<file path="src/rtl/mmu_walk.sv">
// Single-level MMU: 4 spaces x NMMU pages, same-cycle lookup, fault latch and control registers.
// Define MMU_HW_WALK_EN to build the hardware page-table walker; otherwise every miss is a software-refill fault.
module mmu_walk #(
  parameter int RV   = 16,
  parameter int VA   = RV,
  parameter int PA   = RV,
  parameter int NMMU = 8
) (
  input  logic                clk,
  input  logic                reset,
  input  logic                req,
  input  logic                is_pc,
  input  logic                is_write,
  input  logic                supmode,
  input  logic                mmu_i_proxy,
  input  logic                mmu_d_proxy,
  input  logic                mmu_enable,
  input  logic [VA-1:RV/16]   addrv,
  output logic [PA-1:RV/16]   addrp,
  output logic                ready,
  output logic                mmu_miss_fault,
  output logic                mmu_prot_fault,
  input  logic                reg_write,
  input  logic [1:0]          reg_sel,
  input  logic [RV-1:0]       reg_data,
  output logic [RV-1:0]       reg_read,
  output logic                wreq,
  output logic [PA-1:RV/16]   waddr,
  input  logic                wack,
  input  logic [RV-1:0]       wdata
);
  localparam int LSB  = RV / 16;
  localparam int PGW  = $clog2(NMMU);
  localparam int OFFW = VA - PGW;
  localparam int VPB  = PA - OFFW;
  localparam int IW   = PGW + 2;
  localparam int NENT = 4 * NMMU;
  localparam int PAW  = PA - LSB;

  typedef enum logic [1:0] {IDLE = 2'd0, FETCH = 2'd1, FILL = 2'd2} state_t;

  logic [VPB-1:0]  r_vtop [NENT];
  logic [NENT-1:0] r_valid;
  logic [NENT-1:0] r_wr;
  logic [RV-1:0]   r_ptbr;
  logic [PGW-1:0]  r_flt_addr;
  logic            r_flt_valid, r_flt_write, r_flt_ins, r_flt_sup;

  logic [IW-1:0]   w_idx, w_src_idx, w_fill_idx, w_flt_idx;
  logic [RV-1:0]   w_fill_pte;
  logic [PAW-1:0]  w_addrp;
  logic            w_ready, w_miss, w_prot, w_src_write, w_fill, w_start, w_walk_en, w_reg_ent;
  logic            w_unused;
  state_t          w_state, w_next;

  assign w_idx     = {is_pc | (supmode & mmu_i_proxy), supmode & ~mmu_d_proxy, addrv[VA-1:OFFW]};
  assign w_flt_idx = {r_flt_ins, r_flt_sup, r_flt_addr};
  assign w_reg_ent = reg_write & (reg_sel == 2'd0) & reg_data[0];

`ifdef MMU_HW_WALK_EN
  state_t          r_state;
  logic            r_walk_en, r_walk_write;
  logic [RV-1:0]   r_pte;
  logic [IW-1:0]   r_walk_idx;
  logic [PAW-1:0]  r_waddr;

  assign w_state   = r_state;
  assign w_walk_en = r_walk_en;
  assign wreq      = (r_state == FETCH);
  assign waddr     = r_waddr;
  assign w_unused  = ^{reg_data, r_pte};

  // Walker state and the request context captured when a walk starts
  always_ff @(posedge clk or posedge reset) begin
    if (reset) begin
      r_state      <= IDLE;
      r_walk_en    <= 1'b0;
      r_walk_write <= 1'b0;
      r_pte        <= {RV{1'b0}};
      r_walk_idx   <= {IW{1'b0}};
      r_waddr      <= {PAW{1'b0}};
    end else begin
      r_state <= w_next;
      if (reg_write && reg_sel == 2'd2) r_walk_en <= reg_data[1];
      if (w_start) begin
        r_walk_idx   <= w_idx;
        r_walk_write <= is_write;
        r_waddr      <= PAW'(r_ptbr) + PAW'(w_idx);
      end
      if (r_state == FETCH && wack) r_pte <= wdata;
    end
  end
`else
  assign w_state   = IDLE;
  assign w_walk_en = 1'b0;
  assign wreq      = 1'b0;
  assign waddr     = {PAW{1'b0}};
  assign w_unused  = ^{reg_data, wack, wdata, w_next, w_start};
`endif

  // Lookup, fault decision and walker next state
  always_comb begin
    w_ready     = 1'b0;
    w_miss      = 1'b0;
    w_prot      = 1'b0;
    w_start     = 1'b0;
    w_fill      = 1'b0;
    w_next      = w_state;
    w_src_idx   = w_idx;
    w_src_write = is_write;
    w_fill_idx  = w_idx;
    w_fill_pte  = {RV{1'b0}};
    w_addrp     = {r_vtop[w_idx], addrv[OFFW-1:LSB]};
    case (w_state)
      IDLE: begin
        if (!mmu_enable) begin
          w_ready = req;
          w_addrp = PAW'(addrv);
        end else if (!req) begin
          w_ready = 1'b0;
        end else if (r_valid[w_idx]) begin
          w_ready = 1'b1;
          w_prot  = is_write & ~r_wr[w_idx];
        end else if (w_walk_en) begin
          w_start = 1'b1;
          w_next  = FETCH;
        end else begin
          w_ready = 1'b1;
          w_miss  = 1'b1;
        end
      end
`ifdef MMU_HW_WALK_EN
      FETCH: begin
        if (wack) w_next = FILL;
        else      w_next = FETCH;
      end
      // Valid PTE refills the table and lets IDLE re-run the lookup
      FILL: begin
        w_next      = IDLE;
        w_src_idx   = r_walk_idx;
        w_src_write = r_walk_write;
        w_fill_idx  = r_walk_idx;
        w_fill_pte  = r_pte;
        if (r_pte[1]) begin
          w_fill = 1'b1;
        end else begin
          w_ready = 1'b1;
          w_miss  = 1'b1;
        end
      end
`endif
      default: w_next = IDLE;
    endcase
  end

  assign ready          = w_ready & ~reset;
  assign mmu_miss_fault = w_ready & w_miss & ~reset;
  assign mmu_prot_fault = w_ready & w_prot & ~reset;
  assign addrp          = w_addrp;

  // Control registers; a fault latch overrides a same-cycle field write
  always_ff @(posedge clk or posedge reset) begin
    if (reset) begin
      r_ptbr      <= {RV{1'b0}};
      r_flt_addr  <= {PGW{1'b0}};
      r_flt_valid <= 1'b0;
      r_flt_write <= 1'b0;
      r_flt_ins   <= 1'b0;
      r_flt_sup   <= 1'b0;
    end else begin
      if (reg_write && reg_sel == 2'd1) r_ptbr <= reg_data;
      if (reg_write && reg_sel == 2'd0 && !reg_data[0]) begin
        r_flt_addr  <= reg_data[RV-1:RV-PGW];
        r_flt_ins   <= reg_data[4];
        r_flt_sup   <= reg_data[3];
        r_flt_write <= reg_data[2];
        r_flt_valid <= reg_data[1];
      end
      if (w_ready && (w_miss || w_prot)) begin
        r_flt_addr  <= w_src_idx[PGW-1:0];
        r_flt_ins   <= w_src_idx[IW-1];
        r_flt_sup   <= w_src_idx[IW-2];
        r_flt_write <= w_src_write;
        r_flt_valid <= w_prot;
      end
    end
  end

  // Valid bits; refill is applied last so it wins over register writes
  always_ff @(posedge clk or posedge reset) begin
    if (reset) begin
      r_valid <= {NENT{1'b0}};
    end else begin
      if (reg_write && reg_sel == 2'd3 && reg_data[0]) r_valid <= {NENT{1'b0}};
      if (w_reg_ent) r_valid[w_flt_idx] <= reg_data[1];
      if (w_fill)    r_valid[w_fill_idx] <= 1'b1;
    end
  end

  // Translation payload, meaningful only where the valid bit is set
  always_ff @(posedge clk) begin
    if (w_reg_ent) begin
      r_vtop[w_flt_idx] <= reg_data[RV-1:RV-VPB];
      r_wr[w_flt_idx]   <= reg_data[2];
    end
    if (w_fill) begin
      r_vtop[w_fill_idx] <= w_fill_pte[RV-1:RV-VPB];
      r_wr[w_fill_idx]   <= w_fill_pte[2];
    end
  end

  // Control-register read mux
  always_comb begin
    case (reg_sel)
      2'd0:    reg_read = {r_flt_addr, {(RV-PGW-5){1'b0}}, r_flt_ins, r_flt_sup, r_flt_write, r_flt_valid, 1'b0};
      2'd1:    reg_read = r_ptbr;
      default: reg_read = {RV{1'b0}};
    endcase
  end
endmodule
</file>
<file path="config.mk">
export PLATFORM = sky130hd
export DESIGN_NAME = mmu_walk
export DESIGN_NICKNAME = d
export VERILOG_FILES = /design/src/rtl/mmu_walk.sv
export SDC_FILE = /design/constraint.sdc
export NUM_CORES = 1
export LEC_CHECK = 0
export CAP_MARGIN = 10
export CORE_UTILIZATION = 30
export CTS_BUF_LIST = sky130_fd_sc_hd__clkbuf_16
export CTS_CLUSTER_SIZE = 30
export DETAILED_ROUTE_END_ITERATION = 7
export PLACE_DENSITY = 0.59
export SLEW_MARGIN = 20
export SYNTH_ARGS = -nofsm -noshare
export SYNTH_HDL_FRONTEND = slang
export SYNTH_SLANG_ARGS = --single-unit
</file>
<file path="constraint.sdc">
create_clock -name clk -period 6.1 [get_ports clk]
set_input_delay 1.83 -clock clk [delete_from_list [all_inputs] [get_ports clk]]
set_output_delay 1.83 -clock clk [all_outputs]
set_load 0.05 [all_outputs]
</file>
==> results.py, run 1 <==
metrics = {
    "synthesis": {
        "synthesis.area_um2": 8060,
        "synth.distinct_cells": 40,
        "synth-seq-area-share_pct": 64.8,
        "syn-mean-instance-area_um2": 15.5,
        "ys_top_cells_by_area": "sky130_fd_sc_hd__edfxtp_1, sky130_fd_sc_hd__dfrtp_1, sky130_fd_sc_hd__mux4_2, sky130_fd_sc_hd__mux2i_1, sky130_fd_sc_hd__nand2_1",
        "yosysWarningCount": 0,
        "synth_top_area_share_pct": 47.7,
        "postSynthCellCount": 519,
        "yosysTopAreaCell": "sky130_fd_sc_hd__edfxtp_1",
        "synth_seq_cells": 183,
    },
    "sta": {
        "skew_ns": 0.0138,
        "clock.fmax_mhz": 166,
        "maxSlewViolCount": 0,
        "worst-slew-pin-transition_ns": 0.931,
        "report.final.hold_viol_count": 0,
        "fin_setup_tns_ns": 0,
        "period_minus_slack_ns": 6.03,
        "final_setup_violating_endpoints": 0,
        "setup_ws_ns": 0.0730,
        "min_period_over_period_pct": 98.8,
        "grt_setup_unrepaired": "true",
        "max-slew-margin-rel_pct": 37.7,
    },
    "grt": {
        "grt_start_max_net_pins": 56,
        "grt_antenna_before_repair": 0,
        "global_route.overflow_total": 0,
        "grt_pass1_vias": 4788,
        "grt_first_pass_wirelength_mm": 28.1,
        "groute.usage.overall_pct": 13.6,
    },
    "layout": {
        "share_of_post_route_cells_with_drive_strength_above_1_pct": 23.2,
        "finish.cell_count_without_fillers": 925,
        "postLayoutCoreUtil_pct": 36.6,
        "layout-area-overhead-vs-synth_pct": 19.1,
        "nFillCells": 2418,
        "final_design_area_no_fill_um2": 9600,
        "antenna_cells": 0,
        "layout.nets": 637,
    },
    "cts": {
        "htree_levels": 4,
        "clkLatencyLatePin_ns": 0.43,
        "cts.root.buffer_cell": "sky130_fd_sc_hd__clkbuf_16",
        "cts_buffers": 17,
        "clockBufferDepth": 2,
        "cts_tree": "built",
        "clkSinkCount": 183,
        "hold_buffers": 0,
        "path_clk_slew_ns": 0.06,
    },
    "power_and_ir_drop": {
        "netSwitchingFraction_pct": 25.3,
        "power_frac_comb_pct": 12.9,
        "p_leak_uw": 0.00340,
        "power.density_nw_per_um2": 287,
        "power.clock.fraction_pct": 36.3,
        "internal_power_uw": 2060,
        "seq_power_share_pct": 50.8,
        "irDropWorstVdd_mv": 0.197,
        "netSwitchingPower_uw": 698,
    },
    "worst_setup_path": {
        "startpoint_type": "primary input",
        "worst_ep_required_time_ns": 4.27,
        "timing.critical_path.to_type": "output pin",
        "timing_worst_setup_path_type": "in -> out",
        "timing.critical_path.fanout_max": 11,
        "arrival_ns": 4.20,
    },
    "floorplan": {
        "std_cell_rows": 59,
        "design.portCount": 110,
        "start_util_pct": 30.8,
        "core_um2": 26200,
        "die-area_um2": 27500,
        "die_x_um": 166,
        "vertical_extent_of_the_die_um": 166,
    },
    "drt": {
        "total_wire_length_mm": 17.9,
        "via_per_inst": 4.90,
        "remaining_drc_errors": 10,
        "via_count": 4537,
        "drt_iter0_drc": 404,
        "avgRoutedWirePerCell_um": 19.4,
        "drt_pre_antenna_iters": 7,
        "drtAntennaViolNets": 0,
    },
    "placement": {
        "post-place-cells": 893,
        "finalWeightedCongestion": 0.793,
        "detailed_place.area_um2": 9040,
        "post-dp-hpwl_mm": 12.7,
        "io_buffers": 52,
        "dp_worst_setup_slack_ns": -0.104,
    },
    "min_path": {
        "worst_hold_path_type": "reg -> reg",
    },
    "status": {
        "run_status": "finished with violations",
        "failed_checks": "DRC",
    },
    "flow_run": {
        "timing.max_cap.violations": 0,
    },
}
[sequential cells by signal (all words and copies together), names as in the netlist, 3 cells and up]
signal      flops
r_flt_addr      3
r_vtop         96
r_wr           32
r_valid        32
r_ptbr         16
[cells in the mapped netlist]
master	n
sky130_fd_sc_hd__a2111oi_0	1
sky130_fd_sc_hd__a2111oi_1	1
sky130_fd_sc_hd__a211oi_1	2
sky130_fd_sc_hd__a21o_1	1
sky130_fd_sc_hd__a21oi_1	3
sky130_fd_sc_hd__a21oi_2	1
sky130_fd_sc_hd__a31oi_1	4
sky130_fd_sc_hd__and2_1	9
sky130_fd_sc_hd__and4_1	1
sky130_fd_sc_hd__buf_12	1
sky130_fd_sc_hd__buf_2	6
sky130_fd_sc_hd__buf_4	28
sky130_fd_sc_hd__buf_6	1
sky130_fd_sc_hd__buf_8	1
sky130_fd_sc_hd__clkbuf_1	17
sky130_fd_sc_hd__clkinv_1	1
sky130_fd_sc_hd__conb_1	1
sky130_fd_sc_hd__dfrtp_1	55
sky130_fd_sc_hd__edfxtp_1	128
sky130_fd_sc_hd__inv_1	2
sky130_fd_sc_hd__mux2_1	3
sky130_fd_sc_hd__mux2_2	20
sky130_fd_sc_hd__mux2i_1	30
sky130_fd_sc_hd__mux4_1	8
sky130_fd_sc_hd__mux4_2	38
sky130_fd_sc_hd__nand2_1	66
sky130_fd_sc_hd__nand2b_1	3
sky130_fd_sc_hd__nand3_1	3
sky130_fd_sc_hd__nand4_1	1
sky130_fd_sc_hd__nor2_1	47
sky130_fd_sc_hd__nor2b_1	7
sky130_fd_sc_hd__nor3_1	3
sky130_fd_sc_hd__nor4b_2	1
sky130_fd_sc_hd__o21ai_0	17
sky130_fd_sc_hd__o221a_4	1
sky130_fd_sc_hd__o22a_1	1
sky130_fd_sc_hd__o22ai_1	1
sky130_fd_sc_hd__o31ai_1	2
sky130_fd_sc_hd__or2_2	2
sky130_fd_sc_hd__or4b_1	1
[power groups by stage]
stage | sequential (uW) | clock [uW] | combinational, uW
after floorplan | 1420 | 0 | 254
final | 1400 | 1000 | 356
after detailed placement | 1430 | 0 | 357
after global placement | 1420 | 0 | 350
after global routing | 1410 | 1060 | 381
after CTS | 1400 | 1020 | 360
[cell usage in the layout (no fill, tap or decap), types with 15 or more instances in the layout]
cell type,count
sky130_fd_sc_hd__dfrtp_1,55
sky130_fd_sc_hd__mux2_2,20
sky130_fd_sc_hd__buf_4,24
sky130_fd_sc_hd__buf_12,15
sky130_fd_sc_hd__conb_1,16
sky130_fd_sc_hd__mux2i_1,30
sky130_fd_sc_hd__edfxtp_1,128
sky130_fd_sc_hd__o21ai_0,17
sky130_fd_sc_hd__mux4_2,38
sky130_fd_sc_hd__clkbuf_16,18
sky130_fd_sc_hd__nand2_1,66
sky130_fd_sc_hd__nor2_1,46
sky130_fd_sc_hd__clkdlybuf4s50_1,36
[layer usage]
layer  vias up  share of wire, %  wire, um  GRT usage, %
li1       2022                 -         -             -
met1      2334                46      8260          18.1
met2       165                48      8570          22.0
met3        16               5.1       905          3.24
met4         0              0.93       166          3.94
met5         -                 0         0             0
[area by class of cell]
type | instances | area [um^2] | area share, %
clock buffer | 18 | 450 | 4.69
clock inverter | 14 | 86.3 | 0.899
inverter | 3 | 11.3 | 0.117
multi-input combinational | 294 | 2550 | 26.6
sequential | 183 | 5220 | 54.4
tap | 335 | 419 | 4.37
timing repair buffer | 78 | 865 | 9.00
[timing repair]
action / in CTS / in global routing
buffers inserted: 0 / 0
endpoints found under the setup margin: 1 / 2
pin swaps: 0 / 1
gates resized for setup: 4 / 2
[worst max-delay path, stage by stage]
cell and delay, ns:
sky130_fd_sc_hd__clkdlybuf4s50_1 0.46, sky130_fd_sc_hd__buf_4 0.16, sky130_fd_sc_hd__buf_6 0.19, sky130_fd_sc_hd__mux4_1 0.30
sky130_fd_sc_hd__mux2_2 0.30, sky130_fd_sc_hd__o22ai_1 0.16, sky130_fd_sc_hd__o31ai_1 0.14, sky130_fd_sc_hd__or2_2 0.34
sky130_fd_sc_hd__nor2_2 0.17, sky130_fd_sc_hd__buf_12 0.15
[kinds of logic (layout without fill, tap and decap cells)]
family / Yosys count / after routing / synth area share [%]
DFF: 183 / 183 / 64.8
other: 1 / 16 / 0.0465
and+or+nand+nor: 144 / 144 / 7.76
buffers and inverters: 57 / 113 / 4.49
AOI/OAI and AO/OA: 35 / 35 / 2.79
muxes: 99 / 99 / 20.2
[final timing paths]
path	from	to	slack, ns	cells past startpoint
min reg2reg	r_ptbr[10]$_DFFE_PP0P_	r_ptbr[10]$_DFFE_PP0P_	0.50	1
min in group asynchronous	reset	r_ptbr[4]$_DFFE_PP0P_	1.98	3
min	r_ptbr[10]$_DFFE_PP0P_	r_ptbr[10]$_DFFE_PP0P_	0.50	1
max reg2reg	r_wr[14]$_DFFE_PP_	r_flt_addr[0]$_DFFE_PP0P_	3.57	7
max	addrv[15]	mmu_prot_fault	0.07	10
max in group asynchronous	reset	r_valid[22]$_DFF_PP0_	3.60	3
[stage by stage]
stage                     hold slack [ns]  power [uW]
after floorplan                     0.450        1670
after global placement              0.474        1770
after detailed placement            0.480        1790
after CTS                           0.500        2780
after global routing                0.511        2850
final                               0.498        2760
Power figures use the tool's default switching activity.
==> run 2: changes to the inputs <==
--- a/config.mk
+++ b/config.mk
@@ -6,6 +6,7 @@
 export NUM_CORES = 1
 export LEC_CHECK = 0
 export CAP_MARGIN = 10
+export CORE_ASPECT_RATIO = 0.75
 export CORE_UTILIZATION = 30
 export CTS_BUF_LIST = sky130_fd_sc_hd__clkbuf_16
 export CTS_CLUSTER_SIZE = 30
==> results.py, run 2 (same netlist as run 1, synthesis figures left out) <==
metrics = {
    "worst_setup_path": {
        "cp_num_buf_inv": 3,
        "arrival_ns": 4.12,
        "worst_ep_required_time_ns": 4.27,
        "timing.critical_path.fanout_max": 20,
        "critical_path_cell_by_cell": "clkbuf_4, buf_12, mux4_1, mux2_2, o22ai_1, o31ai_1, or2_2, nor2_2, buf_12",
        "timing.critical_path.to_type": "output pin",
        "worst_path_most_repeated_cell": "sky130_fd_sc_hd__buf_12",
        "critical-path-top-delay-family": "multiplexers",
        "timing_worst_setup_path_type": "in -> out",
        "critical_path.max_stage_delay_ns": 0.57,
        "timing.critical_path.slowest_stage_cell": "sky130_fd_sc_hd__mux4_1",
        "startpoint_type": "primary input",
    },
    "floorplan": {
        "core_um2": 26200,
        "vertical_extent_of_the_die_um": 144,
        "std_cell_rows": 51,
        "design.portCount": 110,
        "die-area_um2": 27500,
        "die_x_um": 191,
        "start_util_pct": 30.8,
    },
    "cts": {
        "clockBufferDepth": 2,
        "cts.root.buffer_cell": "sky130_fd_sc_hd__clkbuf_16",
        "path_clk_slew_ns": 0.06,
        "htree_levels": 4,
        "cts_buffers": 17,
        "clkLatencyLatePin_ns": 0.43,
        "clkSinkCount": 183,
        "cts_tree": "built",
        "cts.repair_timing.setup_buffer_count": 0,
    },
    "sta": {
        "maxSlewViolCount": 0,
        "skew_ns": 0.0146,
        "final_setup_violating_endpoints": 0,
        "grt_setup_unrepaired": "false",
        "period_minus_slack_ns": 5.95,
        "max-slew-margin-rel_pct": 32.2,
        "worst-slew-pin-transition_ns": 1.01,
        "report.final.hold_viol_count": 0,
        "clock.fmax_mhz": 168,
        "min_period_over_period_pct": 97.5,
        "holdWs_ns": 0.500,
        "setup_ws_ns": 0.154,
    },
    "min_path": {
        "worst_hold_path_type": "reg -> reg",
    },
    "power_and_ir_drop": {
        "power.density_nw_per_um2": 295,
        "irDropWorstVdd_mv": 0.217,
        "p_leak_uw": 0.00340,
    },
    "grt": {
        "groute.usage.overall_pct": 15.0,
        "grt_antenna_before_repair": 2,
        "global_route.overflow_total": 0,
        "grt_first_pass_wirelength_mm": 29.5,
        "grt_pass1_vias": 4712,
        "grt_start_max_net_pins": 56,
    },
    "layout": {
        "largestRegisters": "r_vtop (96), r_valid (32), r_wr (32)",
        "layout_common_cells": "sky130_fd_sc_hd__edfxtp_1, sky130_fd_sc_hd__nand2_1, sky130_fd_sc_hd__dfrtp_1, sky130_fd_sc_hd__nor2_1, sky130_fd_sc_hd__mux4_2",
        "layout.nets": 640,
        "nFillCells": 2452,
        "antenna_cells": 0,
        "final_common_cell": "sky130_fd_sc_hd__edfxtp_1",
        "max_flop_register": "r_vtop",
        "share_of_post_route_cells_with_drive_strength_above_1_pct": 23.8,
        "max_ffs_per_register": 96,
        "layout-area-overhead-vs-synth_pct": 18.4,
    },
    "drt": {
        "total_wire_length_mm": 19.5,
        "remaining_drc_errors": 0,
        "drt_iter0_drc": 396,
        "drtAntennaViolNets": 0,
        "via_count": 4684,
        "via_per_inst": 5.00,
        "drt_pre_antenna_iters": 5,
        "avgRoutedWirePerCell_um": 20.8,
    },
    "status": {
        "run_status": "completed",
    },
    "flow_run": {
        "timing.max_cap.violations": 0,
    },
    "placement": {
        "io_buffers": 52,
        "dp_worst_setup_slack_ns": -0.391,
        "finalWeightedCongestion": 0.817,
        "post-dp-hpwl_mm": 13.6,
    },
}
==> run 2: changes by cell type in the layout (fill, tap and decap cells not counted), sizes merged <==
cell	before	now
buf	41	45
clkbuf	19	20
clkdlybuf4s15	0	1
clkdlybuf4s50	36	34
clkinv	6	7
clkinvlp	1	0
inv	10	9
==> run 2: final timing paths <==
kind,startpoint,end,slack (ns),cells past startpoint
setup / recovery,addrv[14],mmu_prot_fault,0.15,9
hold / removal,r_ptbr[1]$_DFFE_PP0P_,r_ptbr[1]$_DFFE_PP0P_,0.50,2
setup reg to reg,r_wr[22]$_DFFE_PP_,r_flt_addr[0]$_DFFE_PP0P_,3.39,8
hold reg to reg,r_ptbr[1]$_DFFE_PP0P_,r_ptbr[1]$_DFFE_PP0P_,0.50,2
max in group asynchronous,reset,r_valid[25]$_DFF_PP0_,3.59,3
min in group asynchronous,reset,r_flt_write$_DFFE_PP0P_,2.01,3
==> run 2: area by class of cell <==
| type | count | area, um^2 | area share (%) |
|---|---|---|---|
| sequential | 183 | 5220 | 54.7 |
| multi-input combinational | 294 | 2540 | 26.6 |
| timing repair buffer | 81 | 779 | 8.16 |
| clock buffer | 19 | 475 | 4.98 |
| tap | 344 | 430 | 4.51 |
| clock inverter | 13 | 91.3 | 0.957 |
| inverter | 3 | 11.3 | 0.118 |
==> run 2: worst reg2reg max path, delay by kind of cell, from the launching register on <==
kind / cells / cell delay (ns)
simple gates: 1 / 0.15
mux: 2 / 0.85
buf+inv: 2 / 0.35
flops: 1 / 0.36
compound gates: 3 / 0.90
==> run 2: where the power goes <==
group | leakage (uW) | switching [uW] | internal (uW) | total [uW]
sequential | 0.00187 | 31.2 | 1370 | 1400
clock | 0.000291 | 481 | 574 | 1050
combinational | 0.00124 | 218 | 138 | 356
total | 0.00340 | 730 | 2090 | 2820
==> run 2: metrics by stage <==
stage               instance area, um^2  TNS (ns)  power, uW  instances  utilization [%]
finish                             9550         0       2820        937             36.5
detailed placement                 8980    -0.494       1790        905             34.3
global placement                   8980    -0.438       1780        905             34.3
global route                       9550         0       2910        937             36.5
floorplan                          8120         0       1670        534                -
CTS                                9550         0       2830        937             36.5
==> run 2: repair_timing <==
action | 4_1_cts | 5_1_grt
hold buffers | 0 | 0
setup endpoints to repair | 2 | 1
resized for setup | 4 | 2
pin swaps | 0 | 0
==> run 2: metal layers <==
metal	part of all wire (%)	GRT usage, %	vias to the layer above
li1	-	-	2033
met1	45	21.0	2453
met2	45	21.8	178
met3	8.7	5.54	20
met4	0.97	3.72	0
met5	0	0	-
==> run 3: changes to the inputs <==
--- a/config.mk
+++ b/config.mk
@@ -11,6 +11,7 @@
 export CTS_BUF_LIST = sky130_fd_sc_hd__clkbuf_16
 export CTS_CLUSTER_SIZE = 30
 export DETAILED_ROUTE_END_ITERATION = 7
+export GPL_TIMING_DRIVEN = 0
 export PLACE_DENSITY = 0.59
 export SLEW_MARGIN = 20
 export SYNTH_ARGS = -nofsm -noshare
==> results.py, run 3 (same netlist as run 1, synthesis figures left out) <==
metrics = {
    "status": {
        "run_status": "completed",
    },
    "sta": {
        "holdWs_ns": 0.497,
        "max-slew-margin-rel_pct": 32.2,
        "final_setup_violating_endpoints": 0,
        "maxSlewViolCount": 0,
        "grt_setup_unrepaired": "false",
        "report.final.hold_viol_count": 0,
        "min_period_over_period_pct": 99.1,
        "setup_ws_ns": 0.0566,
        "skew_ns": 0.0120,
        "worst-slew-pin-transition_ns": 1.01,
        "period_minus_slack_ns": 6.04,
        "clock.fmax_mhz": 165,
    },
    "min_path": {
        "min_to": "r_ptbr[1]$_DFFE_PP0P_",
        "worstHoldPathCells": 2,
        "hold_path.startpoint": "r_ptbr[1]$_DFFE_PP0P_",
        "worst_hold_path_type": "reg -> reg",
    },
    "drt": {
        "via_per_inst": 4.98,
        "via_count": 4861,
        "drtAntennaViolNets": 0,
        "avgRoutedWirePerCell_um": 21.0,
        "drt_pre_antenna_iters": 5,
        "drt_iter0_drc": 531,
        "remaining_drc_errors": 0,
        "total_wire_length_mm": 20.6,
    },
    "worst_setup_path": {
        "rr_endpoint": "r_flt_addr[0]$_DFFE_PP0P_",
        "timing.critical_path.to_type": "output pin",
        "startpoint_type": "primary input",
        "arrival_ns": 4.21,
        "worst_ep_required_time_ns": 4.27,
        "timing.critical_path.slowest_stage_cell": "sky130_fd_sc_hd__a2111oi_2",
        "timing_worst_setup_path_type": "in -> out",
        "critical_path.max_stage_delay_ns": 0.44,
        "worstReg2RegStart": "r_wr[22]$_DFFE_PP_",
        "critical_path_cell_by_cell": "dlygate4sd2_1, clkbuf_8, mux4_2, a2111oi_2, o31ai_1, or2_2, nor2_1, buf_2",
        "critical-path-top-delay-family": "buffers and inverters",
        "rrSetupSlack_ns": 3.58,
        "cp_num_buf_inv": 3,
        "timing.critical_path.fanout_max": 10,
        "worstRegToRegCells": 6,
    },
    "floorplan": {
        "std_cell_rows": 51,
        "core_um2": 26200,
        "die_x_um": 191,
        "vertical_extent_of_the_die_um": 144,
        "design.portCount": 110,
        "start_util_pct": 30.8,
        "die-area_um2": 27500,
    },
    "layout": {
        "largestRegisters": "r_vtop (96), r_valid (32), r_wr (32)",
        "layout.nets": 680,
        "finish.cell_count_without_fillers": 977,
        "layout-area-overhead-vs-synth_pct": 21.7,
        "max_ffs_per_register": 96,
        "postLayoutCoreUtil_pct": 37.5,
        "final_common_cell": "sky130_fd_sc_hd__edfxtp_1",
        "layout_common_cells": "sky130_fd_sc_hd__edfxtp_1, sky130_fd_sc_hd__nand2_1, sky130_fd_sc_hd__dfrtp_1, sky130_fd_sc_hd__clkdlybuf4s50_1, sky130_fd_sc_hd__nor2_1",
        "antenna_cells": 0,
        "max_flop_register": "r_vtop",
        "share_of_post_route_cells_with_drive_strength_above_1_pct": 23.7,
    },
    "grt": {
        "grt_start_max_net_pins": 57,
        "grt_antenna_before_repair": 1,
        "grt_first_pass_wirelength_mm": 30.5,
        "global_route.overflow_total": 0,
        "groute.usage.overall_pct": 15.6,
        "grt_pass1_vias": 4886,
    },
    "power_and_ir_drop": {
        "p_leak_uw": 0.00354,
        "p_total_uw": 2800,
        "irDropWorstVdd_mv": 0.198,
        "power.density_nw_per_um2": 286,
    },
    "cts": {
        "cts_buffers": 17,
        "clkSinkCount": 183,
        "cts.root.buffer_cell": "sky130_fd_sc_hd__clkbuf_16",
        "hold_buffers": 0,
        "clkLatencyLatePin_ns": 0.43,
        "cts_tree": "built",
        "path_clk_slew_ns": 0.06,
        "htree_levels": 4,
        "clockBufferDepth": 2,
    },
    "placement": {
        "post-place-cells": 940,
        "dp_worst_setup_slack_ns": -1.31,
        "post-dp-hpwl_mm": 14.5,
        "finalWeightedCongestion": 0.866,
        "io_buffers": 62,
    },
    "flow_run": {
        "timing.max_cap.violations": 0,
    },
}
==> run 3: changes by cell type in the layout (fill, tap and decap cells not counted), sizes merged <==
cell	delta
dlymetal6s2s	+1
dlygate4sd2	+1
buf	+7
clkdlybuf4s50	+17
clkbuf	+14
==> run 3: worst max-delay path by stage <==
stage	cells after the start	to	start
after global placement	8	mmu_prot_fault	addrv[15]
after CTS	8	addrp[15]	addrv[13]
final	8	mmu_prot_fault	addrv[15]
after floorplan	7	mmu_miss_fault	addrv[14]
after detailed placement	8	mmu_prot_fault	addrv[15]
after global routing	8	mmu_prot_fault	addrv[15]
==> run 3: area by class of cell <==
cell class | count | area, um^2
buffer | 53 | 413
sequential | 183 | 5220
timing repair buffer | 68 | 641
clock inverter | 13 | 65.1
multi-input combinational | 294 | 2550
clock buffer | 19 | 475
fill | 2432 | 16400
tap | 344 | 430
inverter | 3 | 13.8
==> run 3: worst register-to-register path: cells and delay by family, from the launching register on <==
| kind | cells | cell delay [ns] |
|---|---|---|
| AO/OA/AOI/OAI | 3 | 1.01 |
| flip-flops | 1 | 0.39 |
| AND/OR/NAND/NOR | 1 | 0.15 |
| multiplexers | 2 | 0.86 |
==> run 3: what timing repair did <==
item,4_1_cts,5_1_grt
pin swaps,0,0
setup endpoints to repair,5,5
gates resized for setup,51,9
cloned,0,0
buffers inserted,3,3
==> run 3: layer usage <==
metal / track usage (%) / vias up / part of all wire, %
met5: 0 / - / 0.068
met4: 4.59 / 2 / 1.2
met3: 4.91 / 21 / 9.8
met2: 22.8 / 235 / 44
met1: 22.1 / 2490 / 45
li1: - / 2113 / -
==> run 3: stage by stage <==
| stage | instance area (um^2) | TNS (ns) |
|---|---|---|
| 2_1_floorplan | 8120 | 0 |
| 3_5_place_dp | 9160 | -5.49 |
| 4_1_cts | 9780 | 0 |
| 3_3_place_gp | 9170 | -5.36 |
| 6_report | 9810 | 0 |
| 5_1_grt | 9810 | 0 |
==> run 3: power by group <==
group | leakage, uW | switching (uW) | internal, uW
clock | 0.000291 | 449 | 559
sequential | 0.00187 | 30.6 | 1370
combinational | 0.00138 | 239 | 152
